[config.mk]
export PLATFORM = sky130hd
export DESIGN_NAME = pipe_credit_fifo_flat
export DESIGN_NICKNAME = d
export VERILOG_FILES = /design/src/rtl/pipe_credit_fifo_if.sv /design/src/rtl/pipe_credit_fifo.sv /design/src/flat_wrapper.sv
export SDC_FILE = /design/constraint.sdc
export NUM_CORES = 1
export LEC_CHECK = 0
export CAP_MARGIN = 10
export CORE_UTILIZATION = 43
export DETAILED_ROUTE_END_ITERATION = 10
export GPL_ROUTABILITY_DRIVEN = 0
export PLACE_DENSITY = 0.74
export SLEW_MARGIN = 20
export SYNTH_ARGS = -nofsm -noshare
export SYNTH_HDL_FRONTEND = slang
export SYNTH_SLANG_ARGS = --single-unit
[constraint.sdc]
create_clock -name clk -period 10 [get_ports clk]
set_input_delay 2 -clock clk [delete_from_list [all_inputs] [get_ports clk]]
set_output_delay 2 -clock clk [all_outputs]
set_load 0.03 [all_outputs]
[src/rtl/pipe_credit_fifo_if.sv]
// Handshake bundle between an upstream fixed-latency pipeline, its producer and the downstream consumer.
// The slave side is the credit FIFO. The master side is the producer/pipeline/consumer environment.
interface pipe_credit_fifo_if #(
    parameter int DATA_W   = 32,
    parameter int STATUS_W = 1
);
    logic                issue_i;
    logic                issue_ok_o;
    logic                in_valid_i;
    logic [DATA_W-1:0]   data_i;
    logic [STATUS_W-1:0] status_i;
    logic                valid_o;
    logic                ready_i;
    logic [DATA_W-1:0]   data_o;
    logic [STATUS_W-1:0] status_o;

    modport slave (
        input  issue_i, in_valid_i, data_i, status_i, ready_i,
        output issue_ok_o, valid_o, data_o, status_o
    );

    modport master (
        output issue_i, in_valid_i, data_i, status_i, ready_i,
        input  issue_ok_o, valid_o, data_o, status_o
    );
endinterface

[src/rtl/pipe_credit_fifo.sv]
// Credit-gated output FIFO behind a no-backpressure pipeline; sticky flags for protocol errors.
// Latency: write at edge N is visible on valid_o/data_o after edge N (1 cycle, no fall-through).
// Backpressure: consumer stalls via ready_i; producer is throttled by issue_ok_o credits.
module pipe_credit_fifo #(
    parameter  int DATA_W     = 32,
    parameter  int STATUS_W   = 1,
    parameter  int DEPTH      = 8,
    parameter  int PIPE_DEPTH = 1,
    localparam int AW         = $clog2(DEPTH),
    localparam int CW         = AW + 1,
    localparam int FW         = $clog2(PIPE_DEPTH + DEPTH) + 1
) (
    input  logic                 clk,
    input  logic                 rst,
    pipe_credit_fifo_if.slave    bus,
    output logic [CW-1:0]        count_o,
    output logic [FW-1:0]        in_flight_o,
    output logic                 overflow_o,
    output logic                 unexpected_o,
    output logic                 credit_err_o
);
    localparam int OW = FW + 1;
    localparam int EW = DATA_W + STATUS_W;

    logic [EW-1:0] mem_q [DEPTH];
    logic [AW-1:0] wr_ptr_q, wr_ptr_d;
    logic [AW-1:0] rd_ptr_q, rd_ptr_d;
    logic [CW-1:0] count_q, count_d;
    logic [FW-1:0] in_flight_q, in_flight_d;
    logic          overflow_q, overflow_d;
    logic          unexpected_q, unexpected_d;
    logic          credit_err_q, credit_err_d;

    logic          pop, push, full, issue_ok, issue_acc, arr;
    logic [OW-1:0] occupancy;

    assign full      = (count_q == CW'(DEPTH));
    assign pop       = (count_q != '0) && bus.ready_i;
    assign push      = bus.in_valid_i && (!full || pop);
    // Credits come from registered state only, so a same-cycle pop frees a slot one cycle later.
    assign occupancy = OW'(count_q) + OW'(in_flight_q);
    assign issue_ok  = rst && (occupancy < OW'(DEPTH));
    assign issue_acc = bus.issue_i && issue_ok;
    assign arr       = bus.in_valid_i && (in_flight_q != '0);

    always_comb begin
        wr_ptr_d     = push ? wr_ptr_q + AW'(1) : wr_ptr_q;
        rd_ptr_d     = pop  ? rd_ptr_q + AW'(1) : rd_ptr_q;
        count_d      = count_q + CW'(push) - CW'(pop);
        in_flight_d  = in_flight_q;
        if (issue_acc && !arr) begin
            in_flight_d = in_flight_q + FW'(1);
        end else if (!issue_acc && arr) begin
            in_flight_d = in_flight_q - FW'(1);
        end
        overflow_d   = overflow_q   || (bus.in_valid_i && !push);
        unexpected_d = unexpected_q || (bus.in_valid_i && (in_flight_q == '0));
        credit_err_d = credit_err_q || (bus.issue_i && !issue_ok);
    end

    always_ff @(posedge clk or negedge rst) begin
        if (!rst) begin
            wr_ptr_q     <= '0;
            rd_ptr_q     <= '0;
            count_q      <= '0;
            in_flight_q  <= '0;
            overflow_q   <= 1'b0;
            unexpected_q <= 1'b0;
            credit_err_q <= 1'b0;
        end else begin
            wr_ptr_q     <= wr_ptr_d;
            rd_ptr_q     <= rd_ptr_d;
            count_q      <= count_d;
            in_flight_q  <= in_flight_d;
            overflow_q   <= overflow_d;
            unexpected_q <= unexpected_d;
            credit_err_q <= credit_err_d;
        end
    end

    // Payload storage carries no reset; the head is only meaningful while valid_o is high.
    always_ff @(posedge clk) begin
        if (push) begin
            mem_q[wr_ptr_q] <= {bus.status_i, bus.data_i};
        end
    end

    assign {bus.status_o, bus.data_o} = mem_q[rd_ptr_q];
    assign bus.valid_o                = (count_q != '0);
    assign bus.issue_ok_o             = issue_ok;
    assign count_o                    = count_q;
    assign in_flight_o                = in_flight_q;
    assign overflow_o                 = overflow_q;
    assign unexpected_o               = unexpected_q;
    assign credit_err_o               = credit_err_q;
endmodule

[src/flat_wrapper.sv]
// flat-port wrapper written by rule: the top's interface ports become plain ports
module pipe_credit_fifo_flat 
#(
    parameter  int DATA_W     = 32,
    parameter  int STATUS_W   = 1,
    parameter  int DEPTH      = 8,
    parameter  int PIPE_DEPTH = 1,
    localparam int AW         = $clog2(DEPTH),
    localparam int CW         = AW + 1,
    localparam int FW         = $clog2(PIPE_DEPTH + DEPTH) + 1
)
  (clk, rst, count_o, in_flight_o, overflow_o, unexpected_o, credit_err_o, bus_issue_i, bus_in_valid_i, bus_data_i, bus_status_i, bus_ready_i, bus_issue_ok_o, bus_valid_o, bus_data_o, bus_status_o);
  pipe_credit_fifo_if #(.DATA_W(DATA_W), .STATUS_W(STATUS_W)) bus_i ();
  input  logic clk;
  input  logic rst;
  output logic [CW-1:0] count_o;
  output logic [FW-1:0] in_flight_o;
  output logic overflow_o;
  output logic unexpected_o;
  output logic credit_err_o;
  input wire logic [$bits(bus_i.issue_i)-1:0] bus_issue_i;
  input wire logic [$bits(bus_i.in_valid_i)-1:0] bus_in_valid_i;
  input wire logic [$bits(bus_i.data_i)-1:0] bus_data_i;
  input wire logic [$bits(bus_i.status_i)-1:0] bus_status_i;
  input wire logic [$bits(bus_i.ready_i)-1:0] bus_ready_i;
  output wire logic [$bits(bus_i.issue_ok_o)-1:0] bus_issue_ok_o;
  output wire logic [$bits(bus_i.valid_o)-1:0] bus_valid_o;
  output wire logic [$bits(bus_i.data_o)-1:0] bus_data_o;
  output wire logic [$bits(bus_i.status_o)-1:0] bus_status_o;
  assign bus_i.issue_i = bus_issue_i;
  assign bus_i.in_valid_i = bus_in_valid_i;
  assign bus_i.data_i = bus_data_i;
  assign bus_i.status_i = bus_status_i;
  assign bus_i.ready_i = bus_ready_i;
  assign bus_issue_ok_o = bus_i.issue_ok_o;
  assign bus_valid_o = bus_i.valid_o;
  assign bus_data_o = bus_i.data_o;
  assign bus_status_o = bus_i.status_o;
  pipe_credit_fifo #(.DATA_W(DATA_W), .STATUS_W(STATUS_W), .DEPTH(DEPTH), .PIPE_DEPTH(PIPE_DEPTH)) u_core (.clk(clk), .rst(rst), .bus(bus_i), .count_o(count_o), .in_flight_o(in_flight_o), .overflow_o(overflow_o), .unexpected_o(unexpected_o), .credit_err_o(credit_err_o));
endmodule
=== After elaboration in Yosys (flattened, before gate mapping) ===
Memories as Yosys holds them, arrays and structs flattened.
Cells that the tools add are included.

* Add/sub/neg operators: 7
* Magnitude comparators: 1
* Eq/ne operators: 1
* Mux-type cells: 4
* Reductions and logical operators: 23

{| class="wikitable"
|+ Operators by type and width
! operator !! count
|-
| $logic_and 1x1->1 || 10
|-
| $mux 5 || 2
|-
| $add 3x1->3 const B || 2
|-
| $add 4x5->6 || 1
|-
| $lt 6x4->1 const B || 1
|-
| $add 5x1->5 const B || 1
|-
| $logic_not 1->1 || 5
|-
| $logic_not 5->1 || 1
|-
| $reduce_bool 5->1 || 1
|-
| $sub 5x1->5 const B || 1
|-
| $add 4x1->4 || 1
|-
| $eq 4x4->1 const B || 1
|-
| $logic_or 1x1->1 || 4
|-
| $reduce_bool 4->1 || 1
|-
| $sub 4x1->4 || 1
|-
| $mux 1 || 2
|-
| $reduce_bool 2->1 || 1
|}

* Bits in registers: 18
* Memory bits (writable): 264
* Bits of input ports: 38
* Output and inout bits: 47
* Logic and storage cells: 44
* Memories kept: 1

{| class="wikitable"
|+ Memory list
! name !! words !! bits a word !! read ports !! clocked after Yosys merged registers in !! write ports !! line !! text
|-
| u_core.mem_q || 8 || 33 || 1 || 0 || 1 || pipe_credit_fifo.sv:25 || <nowiki>logic [EW-1:0] mem_q [DEPTH];</nowiki>
|}

=== Longest topological paths before layout ===
* Depth after elaboration: 8
* Mapped depth: 11
* Gate-level depth less buffers: 11

=== Worst setup path after synthesis ===
OpenSTA, ideal clock, no wires.

* Path type: input to register
* Start: in bus_ready_i
* End: mem u_core.mem_q[0][0] in the netlist's numbering, enable pin
* Arrival time: 5.512 ns
* Path slack: 3.982 ns
* Cell stages on the path: 3
* Buffers on the path: 0
* Path through: nor2b_1 > o21ai_2 > nor4_1

* Word-level cells in the longest chain between the ends: 5

{| class="wikitable"
|+ Ends and longest elaborated chain
! item !! line !! text
|-
| start, declared || flat_wrapper.sv:25 || <nowiki>input wire logic [$bits(bus_i.ready_i)-1:0] bus_ready_i;</nowiki>
|-
| $logic_and 1x1->1 || pipe_credit_fifo.sv:38 || <nowiki>assign pop = (count_q != '0) && bus.ready_i;</nowiki>
|-
| $logic_or 1x1->1 || pipe_credit_fifo.sv:39 || <nowiki>assign push = bus.in_valid_i && (!full || pop);</nowiki>
|-
| $logic_and 1x1->1 || pipe_credit_fifo.sv:39 ||
|-
| $mux 1 || pipe_credit_fifo.sv:83 || <nowiki>if (push) begin</nowiki>
|-
| $mux 1 (implied by the code) || pipe_credit_fifo.sv:84 || <nowiki>mem_q[wr_ptr_q] <= {bus.status_i, bus.data_i};</nowiki>
|-
| end, declared || pipe_credit_fifo.sv:25 ||
|}

No other way between the ends.

=== Final worst setup path ===
* Start: in rst
* End: out bus_issue_ok_o

* Word-level cells in the longest chain between the ends: 1

{| class="wikitable"
|+ Ends and longest elaborated chain
! item !! line !! text
|-
| start, declared || flat_wrapper.sv:15 || <nowiki>input logic rst;</nowiki>
|-
| $logic_and 1x1->1 || pipe_credit_fifo.sv:42 || <nowiki>assign issue_ok = rst && (occupancy < OW'(DEPTH));</nowiki>
|-
| end, declared || flat_wrapper.sv:26 || <nowiki>output wire logic [$bits(bus_i.issue_ok_o)-1:0] bus_issue_ok_o;</nowiki>
|}

No other way between the ends.

==> flow_summary.json <==
{
  "status": "finished clean",
  "antenna_found_initial": 0,
  "arrival_ns": 4.67,
  "leakage_uw": 0.00437,
  "drive_gt1_frac": 0.255,
  "root_buffer": "clkbuf_16",
  "drt-pass1-iter-count": 4,
  "grt_start_max_net_pins": 69,
  "syn_area_um2": 11200,
  "fin_crit_ns": 6.67,
  "cts_max_level": 1,
  "seqPwrFrac": 0.400,
  "diodes": 0,
  "dr_total_vias": 5198,
  "synth_commonest_cells": "edfxtp_1 (264), mux4_2 (66), mux2_4 (23)",
  "hold_buffers": 0,
  "crit_fanout": 19,
  "hpwl_um": 11600,
  "hp-class": "reg -> reg",
  "die-area_um2": 26700,
  "nNetsFinal": 655,
  "ys_seq_area_frac": 0.748,
  "synthToLayoutAreaGrowth_pct": 18.6,
  "overflow": 0,
  "finalWorstSetupSlack_ns": 3.33,
  "ant_nets": 0,
  "hold_viol": 0,
  "core_area_um2": 25300,
  "port_buffers": 84,
  "placedInstanceArea_um2": 12400,
  "post_cts_buffers": 0,
  "synth_area_leaders": "edfxtp_1 (71%), mux4_2 (13%), dfrtp_1 (4.0%), mux2_4 (3.1%), ha_1 (1.7%)",
  "timing.hold.ws_ns": 0.459,
  "crit_required_ns": 8.00,
  "cp_slowest_cell": "clkdlybuf4s50_1",
  "cts_resized": 0,
  "finalSetupViolations": 0,
  "ys_async_sr_fraction": 0.0638,
  "tightest_slew_ns": 1.03,
  "clkPwrFrac": 0.233,
  "grt_pass1_wl_um": 32500,
  "synth.most_common_cell": "edfxtp_1",
  "synth-seq-cells": 282,
  "first_global_vias": 5756,
  "final_core_util": 0.524,
  "route.detailed.drc": 0,
  "crit_top_cell": "clkdlybuf4s50_1",
  "clkTransAtPathRegs_ns": 0.06,
  "cts_tree": "yes",
  "cp-end-kind": "output pin",
  "drv_slew": 0,
  "yosysTopAreaCellShare": 0.708,
  "clock_latency_ns": 0.54,
  "syn_inst": 496,
  "max-cap-violations": 0,
  "power.switching_uw": 1360,
  "syn-num-nets": 551,
  "crit_chain": "clkdlybuf4s50_1 > or4b_1 > a211oi_1 > clkdlybuf4s50_1",
  "critPathMaxStageDelay_ns": 1.02,
  "power.internal_uw": 2840,
  "synthFlopType": "edfxtp_1",
  "die_x_um": 163,
  "ys_warn_count": 0,
  "slew_headroom": 0.312,
  "wl_per_cell_um": 22.2,
  "finClkSkew_ns": 0.0157,
  "synth_edf_count": 264,
  "track_usage": 0.164,
  "routed_via_density": 5.47,
  "clock-sinks": 282,
  "drt_iter0_drc": 366,
  "finalInstanceArea_um2": 13300,
  "clock.fmax_mhz": 150,
  "path_class": "in -> out",
  "clockBufferDepth": 3,
  "boundaryPins": 85,
  "synth_top_area_cell": "edfxtp_1",
  "rsz0062_at_grt": "false",
  "start_kind": "primary input",
  "p_comb_frac": 0.367,
  "setup_tns_ns": 0,
  "p_sw_frac": 0.323,
  "num_rows": 58,
  "post-route-period-util": 0.667,
  "ys_types": 42,
  "start_util": 0.442,
  "post-place-ws_ns": 3.33,
  "vdd_ir_drop_max_uv": 202,
  "avgSynthCellArea_um2": 22.6,
  "wirelength_um": 21100,
  "numCtsBuffers": 28,
  "die_h_um": 163,
  "powerDensity_nw_per_um2": 316
}
==> layer usage <==
| metal | wire length, um | vias up | GRT usage |
|---|---|---|---|
| met4 | 370 | 0 | 0.0387 |
| met1 | 9070 | 2767 | 0.210 |
| met3 | 997 | 31 | 0.0325 |
| met5 | 0 | - | 0 |
| li1 | - | 2269 | - |
| met2 | 10700 | 131 | 0.286 |
==> sequential cells by signal (all words and copies together), names as in the netlist <==
register	cells
u_core.overflow_o	1
u_core.in_flight_o	5
u_core.unexpected_o	1
u_core.wr_ptr_q	3
u_core.credit_err_o	1
u_core.count_o	4
u_core.rd_ptr_q	3
u_core.mem_q	264
==> power by group through the flow <==
stage	sequential, uW	clock (uW)	combinational [uW]
2_1_floorplan	1620	0	1140
3_3_place_gp	1690	0	1530
3_5_place_dp	1710	0	1570
4_1_cts	1690	1000	1570
5_1_grt	1710	1050	1640
6_report	1680	976	1540
==> worst max-delay path: cells and delay by family <==
| family | cells | cell delay (ns) |
|---|---|---|
| compound gates | 1 | 0.39 |
| buf+inv | 2 | 1.77 |
| simple gates | 1 | 0.51 |
==> layout by cell type, fill, tap and decap left out, drive strengths merged, types with 7 or more instances in the layout <==
| cell type | count |
|---|---|
| clkinv | 9 |
| mux4 | 66 |
| clkbuf | 38 |
| clkdlybuf4s50 | 84 |
| inv | 14 |
| buf | 10 |
| dfrtp | 18 |
| mux2 | 36 |
| xnor2 | 7 |
| edfxtp | 264 |
| ha | 15 |
==> worst paths after layout <==
kind	slack, ns	cells after the start	start	to
hold / removal	0.46	1	u_core.unexpected_o	u_core.unexpected_o
max in group asynchronous	7.44	1	rst	u_core.rd_ptr_q[1]
setup / recovery	3.33	4	rst	bus_issue_ok_o
setup reg to reg	6.52	10	u_core.in_flight_o[3]	u_core.in_flight_o[4]
min in group asynchronous	1.95	1	rst	u_core.rd_ptr_q[0]
hold reg to reg	0.46	1	u_core.unexpected_o	u_core.unexpected_o
==> kinds of logic after synthesis <==
family,share of synthesized area
flops,0.748
mux,0.178
buf+inv,0.0182
simple gates,0.0169
compound gates,0.0124
fa+ha+maj,0.0203
xor+xnor,0.00626
==> stage by stage <==
stage	cells	total power (uW)
after floorplan	496	2760
after global placement	900	3220
after detailed placement	900	3270
after CTS	950	4260
after global routing	950	4390
final	950	4190
==> area by class of cell <==
class,count,area (um^2)
Multi-Input combinational cell,181,2660
Inverter,13,48.8
Sequential cell,282,8390
Fill cell,1960,12000
Clock inverter,12,116
Clock buffer,38,738
Tap cell,330,413
Timing Repair Buffer,94,916
Power figures use the tool's default switching activity.
